--- config.mk ---
export PLATFORM = sky130hd
export DESIGN_NAME = seg7_scan_display
export DESIGN_NICKNAME = d
export VERILOG_FILES = /design/src/rtl/seg7_pkg.sv /design/src/rtl/hex_to_seg7.sv /design/src/rtl/seg7_scan_display.sv
export SDC_FILE = /design/constraint.sdc
export NUM_CORES = 1
export LEC_CHECK = 0
export BUFFER_PORTS_ARGS = -buffer_cell sky130_fd_sc_hd__buf_2
export CORE_AREA = 2 2 101 142
export CTS_BUF_LIST = sky130_fd_sc_hd__clkbuf_8
export DETAILED_ROUTE_END_ITERATION = 10
export DIE_AREA = 0 0 103 144
export GPL_ROUTABILITY_DRIVEN = 0
export PLACE_DENSITY = 0.47
export SLEW_MARGIN = 20
export SYNTH_ARGS = -nofsm -noshare
export SYNTH_HDL_FRONTEND = slang
export SYNTH_SLANG_ARGS = --single-unit
--- constraint.sdc ---
create_clock -name clk -period 4 [get_ports clk]
set_input_delay 0.6 -clock clk [delete_from_list [all_inputs] [get_ports clk]]
set_output_delay 0.6 -clock clk [all_outputs]
set_load 0.005 [all_outputs]
--- src/rtl/seg7_pkg.sv ---
// Shared constants and types for the 7-segment scan display.
// Segment patterns are active low, bit order {g,f,e,d,c,b,a}.
package seg7_pkg;

    localparam logic [7:0] SEG_OFF = 8'hFF;
    localparam logic [7:0] AN_OFF  = 8'hFF;
    localparam logic [6:0] SEG_BLANK = 7'h7F;

    localparam logic [6:0] HEX_SEG [16] = '{
        7'h40, 7'h79, 7'h24, 7'h30,
        7'h19, 7'h12, 7'h02, 7'h78,
        7'h00, 7'h10, 7'h08, 7'h03,
        7'h46, 7'h21, 7'h06, 7'h0E
    };

    typedef logic [2:0] digit_idx_t;

endpackage

--- src/rtl/hex_to_seg7.sv ---
// Hex nibble to active-low 7-segment pattern.
// Purely combinational table lookup.
module hex_to_seg7
    import seg7_pkg::*;
(
    input  logic [3:0] nib,
    output logic [6:0] seg
);

    assign seg = HEX_SEG[nib];

endmodule

--- src/rtl/seg7_scan_display.sv ---
// Multiplexed 8-digit common-anode hex display driver.
// Frame snapshot, leading-zero blanking, edit-digit blink, per-digit dp.
module seg7_scan_display
    import seg7_pkg::*;
#(
    parameter int SCAN_DIV   = 50000,
    parameter int BLINK_HALF = 64
) (
    input  logic        clk,
    input  logic        rst_n,
    input  logic [31:0] data,
    input  logic [2:0]  sel,
    input  logic        blink_en,
    input  logic        blank_lz,
    input  logic [7:0]  dp_mask,
    output logic [7:0]  an,
    output logic [7:0]  seg,
    output logic        frame_start
);

    localparam int PW = (SCAN_DIV > 1) ? $clog2(SCAN_DIV) : 1;
    localparam int FW = (BLINK_HALF > 1) ? $clog2(BLINK_HALF) : 1;

    logic [PW-1:0] pre;
    logic          tick;
    digit_idx_t    idx;
    logic [31:0]   snap;
    logic [FW-1:0] fcnt;
    logic          blink_phase;

    logic          frame_first;
    logic          frame_last;
    logic [31:0]   src;
    logic [3:0]    nib;
    logic [6:0]    hex_seg;
    logic [7:0]    lz_zero;
    logic          is_sel;
    logic          blink_off;
    logic          blanked;
    logic          dp_n;
    logic [7:0]    seg_next;
    logic [7:0]    an_next;

    assign tick        = (pre == PW'(SCAN_DIV - 1));
    assign frame_first = tick && (idx == 3'd0);
    assign frame_last  = tick && (idx == 3'd7);

    // Prescaler: one tick per digit slot.
    always_ff @(posedge clk or negedge rst_n) begin
        if (!rst_n) begin
            pre <= '0;
        end else if (tick) begin
            pre <= '0;
        end else begin
            pre <= pre + PW'(1);
        end
    end

    // Digit index names the digit the next tick will drive.
    always_ff @(posedge clk or negedge rst_n) begin
        if (!rst_n) begin
            idx <= '0;
        end else if (tick) begin
            idx <= idx + 3'd1;
        end
    end

    // Snapshot the value once per frame so a digit never tears.
    always_ff @(posedge clk or negedge rst_n) begin
        if (!rst_n) begin
            snap <= '0;
        end else if (frame_first) begin
            snap <= data;
        end
    end

    // Blink phase flips after BLINK_HALF completed frames.
    always_ff @(posedge clk or negedge rst_n) begin
        if (!rst_n) begin
            fcnt        <= '0;
            blink_phase <= 1'b0;
        end else if (frame_last) begin
            if (fcnt == FW'(BLINK_HALF - 1)) begin
                fcnt        <= '0;
                blink_phase <= ~blink_phase;
            end else begin
                fcnt <= fcnt + FW'(1);
            end
        end
    end

    // Frame start digit decodes the freshly loaded value, not the stale one.
    always_comb begin
        src = frame_first ? data : snap;
        nib = src[{idx, 2'b00} +: 4];
        for (int i = 0; i < 8; i++) begin
            lz_zero[i] = ((src >> (4 * i)) == 32'd0);
        end
    end

    hex_to_seg7 u_hex (
        .nib (nib),
        .seg (hex_seg)
    );

    // Per-slot pattern: blink-off beats blanking beats normal decode.
    always_comb begin
        is_sel    = (idx == sel);
        blink_off = blink_en && blink_phase && is_sel;
        blanked   = blank_lz && (idx != 3'd0) && lz_zero[idx]
                    && !(blink_en && is_sel);
        dp_n      = ~dp_mask[idx];
        an_next   = ~(8'h01 << idx);
        seg_next  = {dp_n, hex_seg};
        unique case (1'b1)
            blink_off: seg_next = SEG_OFF;
            blanked:   seg_next = {dp_n, SEG_BLANK};
            default:   seg_next = {dp_n, hex_seg};
        endcase
    end

    // Registered drivers update on the cycle after each tick.
    always_ff @(posedge clk or negedge rst_n) begin
        if (!rst_n) begin
            an          <= AN_OFF;
            seg         <= SEG_OFF;
            frame_start <= 1'b0;
        end else begin
            frame_start <= frame_first;
            if (tick) begin
                an  <= an_next;
                seg <= seg_next;
            end
        end
    end

endmodule

* Word-level counts from Yosys, hierarchy flattened *
Memory sizes are Yosys's and may differ from the RTL's.
Index checks and enable logic that the tools add are counted.

operators by class
  add/sub/neg operators = 3
  order comparisons = 2
  equality and inequality tests = 4
  shifts and indexed selects = 2
  multiplexer cells = 10
  bitwise logic cells = 4
  reduce and logical (&&, ||, !) cells = 20

operators with widths
  operator                                                               number
  32-bit logical NOT                                                     8
  32-bit 2-to-1 mux                                                      1
  32-bit by 6-bit variable part select with 4-bit output                 1
  16-bit by 1-bit adder with 16-bit output (second input constant)       1
  16-bit == test (second input constant)                                 1
  16-bit 2-to-1 mux                                                      1
  8-bit case mux with 2 select lines                                     1
  7-bit 2-to-1 mux                                                       2
  1-bit logical AND                                                      8
  8-bit NOT                                                              1
  1-bit by 3-bit << shifter with 8-bit output (first input constant)     1
  6-bit by 1-bit adder with 6-bit output (second input constant)         1
  1-bit binary-select mux with 3-bit select                              2
  6-bit == test (second input constant)                                  1
  6-bit 2-to-1 mux                                                       1
  5-bit greater-or-equal comparator (second input constant)              1
  4-bit NOT with 5-bit output                                            1
  3-bit by 4-bit < comparator with 1-bit output (second input constant)  1
  3-bit by 1-bit adder with 3-bit output (second input constant)         1
  3-bit == test                                                          1
  3-bit == test (second input constant)                                  1
  3-bit logical NOT                                                      1
  3-bit nonzero test                                                     1
  1-bit 2-to-1 mux                                                       2
  3 further kinds                                                        4

storage, ports and cells
  bits in registers = 75
  bits in read-only memories = 112
  bits of input ports = 47
  output and inout bits = 17
  memories = 1

memories
  name             words  width  rd ports  clocked after memory_dff  wr ports  RTL line           text
  (no name shown)  16     7      1         0                         0         hex_to_seg7.sv:10  assign seg = HEX_SEG[nib];

* Longest topological paths before layout *
Gate-level depths: netlist of run 1.

  word-level depth = 9
  gate-level depth with buffers = 17
  mapped depth without buffers = 13

* Modules after synthesis *
A second synthesis of run 1 with hierarchy kept.

unflattened totals
  cells, all modules = 391
  area, all modules = 4032.6 um2

modules (own cells, without submodules)
  module             instances  cells each  area each (um2)  seq. area each (um2)
  seg7_scan_display  1          359         3757.4           1896.8
  hex_to_seg7        1          32          275.3            0.0

* Worst setup path before layout of run 1 *
Ideal clock, no wire load.

  path kind = register to register
  from = register idx[0]
  to = register seg[0]
  setup time = 80 ps
  arrival time = 3327 ps
  setup slack = 593 ps
  cell stages (with the launch flop) = 17
  path buffers = 4
  clock period less this slack = 3407 ps
  cell sequence = dfrtp_1 > inv_1 > buf_2 > buf_1 > ha_1 > nor2b_1 > buf_2 > clkbuf_1 > nand3_1 > nand3_1 > o2111ai_1 > nand3_1 > inv_1 > ha_1 > mux2_2 > o21a_1 > o22a_1

between the ends
  longest elaborated chain between the ends = 9
  elaborated cells between the ends (all ways) = 27
  those cells by class = 1 x eq/ne; 1 x shift; 6 x mux; 1 x bitwise; 17 x reduce/logical; 1 x memory

RTL lines
  element                                                                                                         RTL line                                          text
  from (decl)                                                                                                     seg7_scan_display.sv:26                           digit_idx_t idx;
  from (signal assigned)                                                                                          seg7_scan_display.sv:64                           idx <= idx + 3'd1;
  3-bit logical NOT                                                                                               seg7_scan_display.sv:45                           assign frame_first = tick && (idx == 3'd0);
  1-bit logical AND                                                                                               seg7_scan_display.sv:45
  32-bit 2-to-1 mux                                                                                               seg7_scan_display.sv:94                           src = frame_first ? data : snap;
  32-bit by 6-bit variable part select with 4-bit output or 32-bit logical NOT (tied branches)                    seg7_scan_display.sv:95, seg7_scan_display.sv:97
  4-bit NOT with 5-bit output (not written as such) or 1-bit binary-select mux with 3-bit select (tied branches)  hex_to_seg7.sv:10, seg7_scan_display.sv:110
  memory read 16 x 7 bit or 1-bit 2-to-1 mux (tied branches)                                                      -
  7-bit 2-to-1 mux (not written as such) or 1-bit logical AND (tied branches)                                     hex_to_seg7.sv:10, seg7_scan_display.sv:110
  7-bit 2-to-1 mux (not written as such) or 1-bit logical AND (tied branches)                                     hex_to_seg7.sv:10, seg7_scan_display.sv:111
  8-bit case mux with 2 select lines *                                                                            seg7_scan_display.sv:115                          unique case (1'b1)
  to (signal assigned)                                                                                            seg7_scan_display.sv:132                          seg <= seg_next;
  to (decl)                                                                                                       seg7_scan_display.sv:17                           output logic [7:0] seg,

Every way passes the cells marked *; elsewhere a longest branch is shown, timed or not. The select of a mux whose other input is x is not followed.
A chain may end at the register's enable or synchronous reset.

* Worst setup path after layout of run 1 *
  from = register pre[0]
  to = register seg[0]

between the ends
  longest elaborated chain between the ends = 9
  elaborated cells between the ends (all ways) = 21
  those cells by class = 1 x eq/ne; 1 x shift; 6 x mux; 1 x bitwise; 11 x reduce/logical; 1 x memory

RTL lines
  element                                                                                                         RTL line                                          text
  from (decl)                                                                                                     seg7_scan_display.sv:24                           logic [PW-1:0] pre;
  from (signal assigned)                                                                                          seg7_scan_display.sv:55                           pre <= pre + PW'(1);
  16-bit == test *                                                                                                seg7_scan_display.sv:44                           assign tick = (pre == PW'(SCAN_DIV - 1));
  1-bit logical AND *                                                                                             seg7_scan_display.sv:45
  32-bit 2-to-1 mux *                                                                                             seg7_scan_display.sv:94
  named net src[20]                                                                                               seg7_scan_display.sv:33                           logic [31:0] src;
  32-bit by 6-bit variable part select with 4-bit output or 32-bit logical NOT (tied branches)                    seg7_scan_display.sv:95, seg7_scan_display.sv:97
  4-bit NOT with 5-bit output (not written as such) or 1-bit binary-select mux with 3-bit select (tied branches)  hex_to_seg7.sv:10, seg7_scan_display.sv:110
  memory read 16 x 7 bit or 1-bit 2-to-1 mux (tied branches)                                                      -
  7-bit 2-to-1 mux (not written as such) or 1-bit logical AND (tied branches)                                     hex_to_seg7.sv:10, seg7_scan_display.sv:110
  7-bit 2-to-1 mux (not written as such) or 1-bit logical AND (tied branches)                                     hex_to_seg7.sv:10, seg7_scan_display.sv:111
  8-bit case mux with 2 select lines *                                                                            seg7_scan_display.sv:115

Mark *: on every way through the listed nets, which the timed path passes. The rest lies on a longest branch. The select of a mux whose other input is x is not followed.

==> impl_metrics.env, run 1 <==
export IMPL_hold_viol=0
export IMPL_rows=51
export IMPL_grt_pass1_vias=3497
export IMPL_synthesis_nets=483
export IMPL_maxSlewViolCount=0
export IMPL_vias=3439
export IMPL_grt_remaining_overflow=0
export IMPL_setup_viol=0
export IMPL_hpwl_um=7907
export IMPL_crit_family="simple AND/OR/NAND/NOR gates"
export IMPL_ys_types=59
export IMPL_root_buffer="clkbuf_8"
export IMPL_postPlaceCellArea_um2=4747
export IMPL_synth_adder_area_share_pct=4.107
export IMPL_relSlewSlack_pct=62.40
export IMPL_cts_htree_levels=3
export IMPL_die_height_um=144
export IMPL_io_buffers=63
export IMPL_synth_edf_count=0
export IMPL_min_period_ps=3473
export IMPL_dp_cells=654
export IMPL_clk_latency_ps=360
export IMPL_cts_resized=0
export IMPL_worst_endpoint_required_ps=4290
export IMPL_finalCritPeriodShare_pct=86.81
export IMPL_antenna_cells=0
export IMPL_yosys_area_share_simple_pct=18.95
export IMPL_critical_path_max_stage_delay_ps=480
export IMPL_rsz0062_at_grt="false"
export IMPL_drt_pass1_iterations=4
export IMPL_p_leak_nw=2.179
export IMPL_drc=0
export IMPL_cpMaxStageDelayCell="nor2_4"
export IMPL_fp_dieW_um=103
export IMPL_status="complete, no violations"
export IMPL_initial_core_util_pct=31.24
export IMPL_wirelength_um=11080
export IMPL_synthXorXnorAreaFrac_pct=4.312
export IMPL_die_area_um2=14830
export IMPL_max_freq_mhz=288.0
export IMPL_num_nets_final=542
export IMPL_synth_warnings=0
export IMPL_grt_max_degree=76
export IMPL_async_flop_share_pct=100.0
export IMPL_ios=64
export IMPL_numClockSinks=75
export IMPL_layout_cells_non_filler=671
export IMPL_max_cap_violations=0
export IMPL_drt_iter0_drc=183
export IMPL_ctsHoldBuffers=0
export IMPL_synth_seq_cells=75
export IMPL_antenna_found_initial=0
export IMPL_viasPerCell=5.125
export IMPL_yosysSeqAreaShare_pct=44.47
export IMPL_drive_gt1_share_pct=30.25
export IMPL_powerDensity_nw_per_um2=281.1
export IMPL_yosys_most_used_dff="dfrtp_1"
export IMPL_critPathMaxFanout=17
export IMPL_synth_top_family_by_area="simple AND/OR/NAND/NOR gates"
export IMPL_grt_pass1_wl_um=18250
export IMPL_critPathCaptureType="register"
export IMPL_critPathArrivalTime_ps=3760
export IMPL_core_um2=13660
export IMPL_cts_buffers=9
export IMPL_ant_nets=0
export IMPL_area_growth_pct=16.34
export IMPL_fillers=1431
export IMPL_muxShareOfSynthArea_pct=11.44
export IMPL_min_path_type="primary input to asynchronous set/reset pin"
export IMPL_path_buf_inv=1
export IMPL_cts_path_max_buffers=2
export IMPL_crit_type="register to register"
export IMPL_synth_compound_area_share_pct=12.64
export IMPL_post_drt_wl_per_cell_um=16.51
export IMPL_final_util_pct=36.34
export IMPL_finClkSkew_ps=14.70
export IMPL_path_clk_slew_ps=80
export IMPL_syn_area_um2=4265
export IMPL_synth_cells=422
export IMPL_start_kind="register"
export IMPL_ir_worst_vdd_uv=123.1
export IMPL_cts_tree="yes"
export IMPL_cts_setup_buffers=0
export IMPL_final_area_um2=4962
export IMPL_track_usage_pct=15.96
export IMPL_worst_pin_slew_ps=562.3
export IMPL_tns_ps=0
export IMPL_holdWs_ps=123.5
export IMPL_cp_cell_sequence="ha_1, and3_1, nand4_2, nor2_4, mux2_2, o211ai_1, and4_1, inv_1, ha_1, mux2_2, o21a_1, o22a_1"
export IMPL_synth_avg_cell_area_um2=10.11
[sequential cells by signal (all words and copies together) (netlist names)]
name         flops
fcnt             6
frame_start      1
an               8
snap            32
idx              3
seg              8
pre             16
blink_phase      1
[through the flow]
stage / setup WS [ps] / total power, mW
finish: 527.5 / 1.395
floorplan: 593.2 / 0.7805
global route: 252.8 / 1.460
detailed placement: 535.4 / 0.8297
CTS: 519.6 / 1.415
global placement: 634.9 / 0.8297
[cells in the mapped netlist (all sizes together) (9+ instances only)]
| master | count | area share, % |
|---|---|---|
| nand4 | 9 | 1.6 |
| xnor2 | 13 | 2.7 |
| a21oi | 9 | 1.1 |
| o21ai | 23 | 2.8 |
| nand3 | 23 | 2.7 |
| dfstp | 16 | 9.9 |
| nand2 | 57 | 5.1 |
| a22oi | 9 | 1.7 |
| nor2 | 29 | 2.7 |
| ha | 14 | 4.1 |
| buf | 16 | 2.4 |
| mux2 | 30 | 7.9 |
| a31oi | 9 | 1.3 |
| nor4 | 11 | 1.6 |
| dfrtp | 59 | 35 |
| a211oi | 10 | 1.9 |
| clkbuf | 10 | 0.94 |
[per-layer routing]
metal,global-route usage [%],wire [µm]
met2,25.67,5566
met4,5.540,167
met3,2.997,507
met1,21.44,4835
met5,0,0
[power by group]
group,switching [mW],internal (mW),total (mW)
logic,0.0343,0.0243,0.0586
registers,0,0.758,0.758
clock network,0.282,0.296,0.578
total,0.317,1.08,1.40
[layout make-up]
cell class	count	area (µm²)	area share [%]
clock inverters	6	50.05	1.009
clock buffers	10	137.6	2.774
multi-input cells	313	2196	44.25
inverters	8	30.03	0.6051
repair buffers	74	420.4	8.472
flip-flops and latches	75	1897	38.22
well taps	185	231.5	4.665
[placed cells by master, fill, tap and decap left out, types with 9 or more instances in the layout]
cell type	n
buf_2	62
dfrtp_1	59
nand2_1	56
mux2_2	30
nor2_1	28
nand3_1	23
o21ai_0	21
dfstp_2	16
ha_1	14
xnor2_1	13
inv_1	11
nor4_1	11
buf_4	11
clkbuf_8	10
a21oi_1	9
a211oi_1	9
a31oi_1	9
[final timing paths]
check	startpoint	endpoint	slack (ps)	cells after the start
worst max-delay path	pre[0]	seg[0]	530	12
worst min-delay path	rst_n	frame_start	120	1
worst max register to register	pre[0]	seg[0]	530	12
worst min register to register	pre[0]	pre[0]	460	1
max in group asynchronous	rst_n	an[7]	3260	2
min in group clk	pre[0]	pre[0]	460	1
[cells by family (layout without fill, tap and decap cells)]
| family | count (synthesis) | in the layout |
|---|---|---|
| simple gates | 158 | 158 |
| xor+xnor | 21 | 21 |
| mux | 40 | 40 |
| flops | 75 | 75 |
| buf+inv | 34 | 98 |
| fa+ha+maj | 14 | 14 |
| compound gates | 80 | 80 |
[worst register-to-register path: stages, from the launching register on]
cell and delay, ps:
dfrtp_1 370, ha_1 180, and3_1 280, nand4_2 170, nor2_4 480, mux2_2 410, o211ai_1 190, and4_1 370
inv_1 140, ha_1 230, mux2_2 260, o21a_1 170, o22a_1 150
(Power assumes the default switching activity.)
==> run 2, diff against run 1 <==
ABC_AREA = 1   (was not set)
CORE_AREA = 2 2 104 146   (was 2 2 101 142)
DIE_AREA = 0 0 106 148   (was 0 0 103 144)
==> run 2 against run 1 <==
Effect of this change: sequential power barely moved; synthesized cell count grew 47%; total power up 5.9%; via count is 17% higher; design area up 6.3%; sequential share of layout area decreased by 2.2 points; hold slack improved by 140 ps; critical path type unchanged; largest cell class unchanged; highest routed layer unchanged.
==> impl_metrics.env, run 2 <==
export IMPL_status="complete, no violations"
export IMPL_cpMaxStageDelayCell="dfrtp_1"
export IMPL_core_um2=14380
export IMPL_min_period_ps=3379
export IMPL_io_buffers=63
export IMPL_finClkSkew_ps=10.83
export IMPL_synth_seq_cells=75
export IMPL_antenna_found_initial=0
export IMPL_rsz0062_at_grt="false"
export IMPL_grt_max_degree=76
export IMPL_critPathCaptureType="register"
export IMPL_max_cap_violations=0
export IMPL_synth_edf_count=0
export IMPL_ir_worst_vdd_uv=184.4
export IMPL_yosys_most_used_dff="dfrtp_1"
export IMPL_cts_setup_buffers=0
export IMPL_async_flop_share_pct=100.0
export IMPL_synth_warnings=0
export IMPL_syn_area_um2=4532
export IMPL_dp_cells=862
export IMPL_die_height_um=148
export IMPL_vias=4021
export IMPL_final_util_pct=36.67
export IMPL_antenna_cells=0
export IMPL_final_common_cell="nand2_1"
export IMPL_synthesis_nets=681
export IMPL_ys_types=38
export IMPL_num_nets_final=745
export IMPL_ctsHoldBuffers=0
export IMPL_cp_cell_sequence="inv_1, buf_4, ha_1, inv_1, nor2_4, buf_4, nand3_4, inv_2, nand2_1, nand3_1, nand3_1, nand3b_1, nand2_1, inv_1, ha_1, nand3_1, nand2_1, nand2_1, nand2_1, clkinv_1, nand3_1, nand2_1, nand2_1"
export IMPL_cts_resized=0
export IMPL_ys_top_cells_by_count="154 x nand2_1, 106 x inv_1, 82 x nor2_1, 59 x dfrtp_1, 40 x nand3_1"
export IMPL_grt_pass1_vias=4188
export IMPL_drc=0
export IMPL_cts_tree="yes"
export IMPL_yosysSeqAreaShare_pct=41.86
export IMPL_crit_type="register to register"
export IMPL_critPathArrivalTime_ps=3670
export IMPL_cts_buffers=9
export IMPL_drt_pass1_iterations=5
export IMPL_synth_top_cell_area_share_pct=32.58
export IMPL_finalCritPeriodShare_pct=84.48
export IMPL_hold_viol=0
export IMPL_rows=52
export IMPL_cts_path_max_buffers=2
export IMPL_worst_endpoint_required_ps=4290
export IMPL_initial_core_util_pct=31.52
export IMPL_wirelength_um=12360
export IMPL_max_freq_mhz=295.9
export IMPL_final_area_um2=5273
export IMPL_setup_viol=0
export IMPL_powerDensity_nw_per_um2=280.2
export IMPL_largest_reg_flops=32
export IMPL_largest_register="snap"
export IMPL_critical_path_max_stage_delay_ps=470
export IMPL_grt_remaining_overflow=0
export IMPL_synth_avg_cell_area_um2=7.309
export IMPL_power_total_mw=1.477
export IMPL_critPathMaxFanout=23
export IMPL_root_buffer="clkbuf_8"
export IMPL_fp_dieW_um=106
export IMPL_viasPerCell=4.580
export IMPL_clk_latency_ps=360
export IMPL_ant_nets=0
export IMPL_synth_cells=620
export IMPL_synth_most_common_cell="nand2_1"
export IMPL_tns_ps=0
export IMPL_hpwl_um=9461
export IMPL_area_growth_pct=16.34
export IMPL_ios=64
export IMPL_crit_top_cell="nand2_1"
export IMPL_drive_gt1_share_pct=20.46
export IMPL_grt_pass1_wl_um=20600
export IMPL_die_area_um2=15690
export IMPL_layout_cells_non_filler=878
export IMPL_final_cell_mix="154 x nand2_1, 106 x inv_1, 82 x nor2_1"
export IMPL_drt_iter0_drc=144
export IMPL_p_leak_nw=2.988
export IMPL_track_usage_pct=16.83
export IMPL_worst_pin_slew_ps=713.3
export IMPL_post_drt_wl_per_cell_um=14.08
export IMPL_path_clk_slew_ps=80
export IMPL_min_path_type="primary input to asynchronous set/reset pin"
export IMPL_numClockSinks=75
export IMPL_postPlaceCellArea_um2=5042
export IMPL_cts_htree_levels=3
export IMPL_synth_area_top_cells="dfrtp_1 33%, nand2_1 13%, dfstp_2 9.3%, inv_1 8.8%, nor2_1 6.8%"
export IMPL_start_kind="register"
export IMPL_relSlewSlack_pct=52.44
export IMPL_reg_largest_list="snap: 32 flops, pre: 16 flops"
export IMPL_maxSlewViolCount=0
export IMPL_r2r_slack_ps=620
export IMPL_yosysTopAreaCell="dfrtp_1"
## run 2: cell count changes after synthesis, sizes merged, moves of 10 or more
cell,previous run,this run
nand3,23,44
nor2,29,90
inv,7,113
mux2,30,0
a211oi,10,0
nand2,57,168
nand4,9,21
nor4,11,1
## run 2: path summary, 6_finish.rpt
path / start / endpoint / depth (start not counted)
max reg2reg: idx[1] / seg[0] / 23
min in group clk: fcnt[5] / fcnt[5] / 1
max in group asynchronous: rst_n / fcnt[2] / 1
min: rst_n / pre[14] / 1
max: idx[1] / seg[0] / 23
min reg2reg: fcnt[5] / fcnt[5] / 1
## run 2: layout make-up
type,instances,area (µm²)
clock inverter,6,88.84
multi-input combinational,413,2107
clock buffer,10,137.6
tap,189,236.5
timing repair buffer,70,374.1
inverter,115,431.7
fill,1543,9106
sequential,75,1897
## run 2: metal layers
layer  routed length [µm]  vias up  track usage [%]
met3                  335       23            3.219
met4                  404        0            7.500
li1                     -     2045                -
met1                 5220     1881            19.35
met5                    0        -                0
met2                 6402       72            30.10
## run 2: report_power, final
group	switching [mW]	internal (mW)	leakage (nW)	total [mW]
Clock	0.298	0.368	0.108	0.667
Sequential	0.000371	0.759	0.924	0.760
Combinational	0.0306	0.0201	1.95	0.0508
Total	0.329	1.15	2.99	1.48
## run 2: kinds of logic after synthesis
kind of cell,synth area share (%)
AO/OA/AOI/OAI,7.096
adder cells (fa/ha/maj),3.865
XOR/XNOR,1.546
buffers and inverters,11.65
flip-flops,41.86
AND/OR/NAND/NOR,33.99
## run 2: through the flow
stage / setup WS [ps] / hold WS, ps
after global placement: 805.3 / 444.1
after detailed placement: 675.4 / 450.8
after CTS: 634.3 / 436.5
after floorplan: 924.1 / 304.4
after global routing: 230.6 / 309.2
final: 621.0 / 260.5
## run 2: critical path, delay by kind of cell, from the launching register on
kind / cells / cell delay [ps]
buffers and inverters: 7 / 960
flip-flops: 1 / 470
AND/OR/NAND/NOR: 14 / 1420
adder cells (fa/ha/maj): 2 / 430
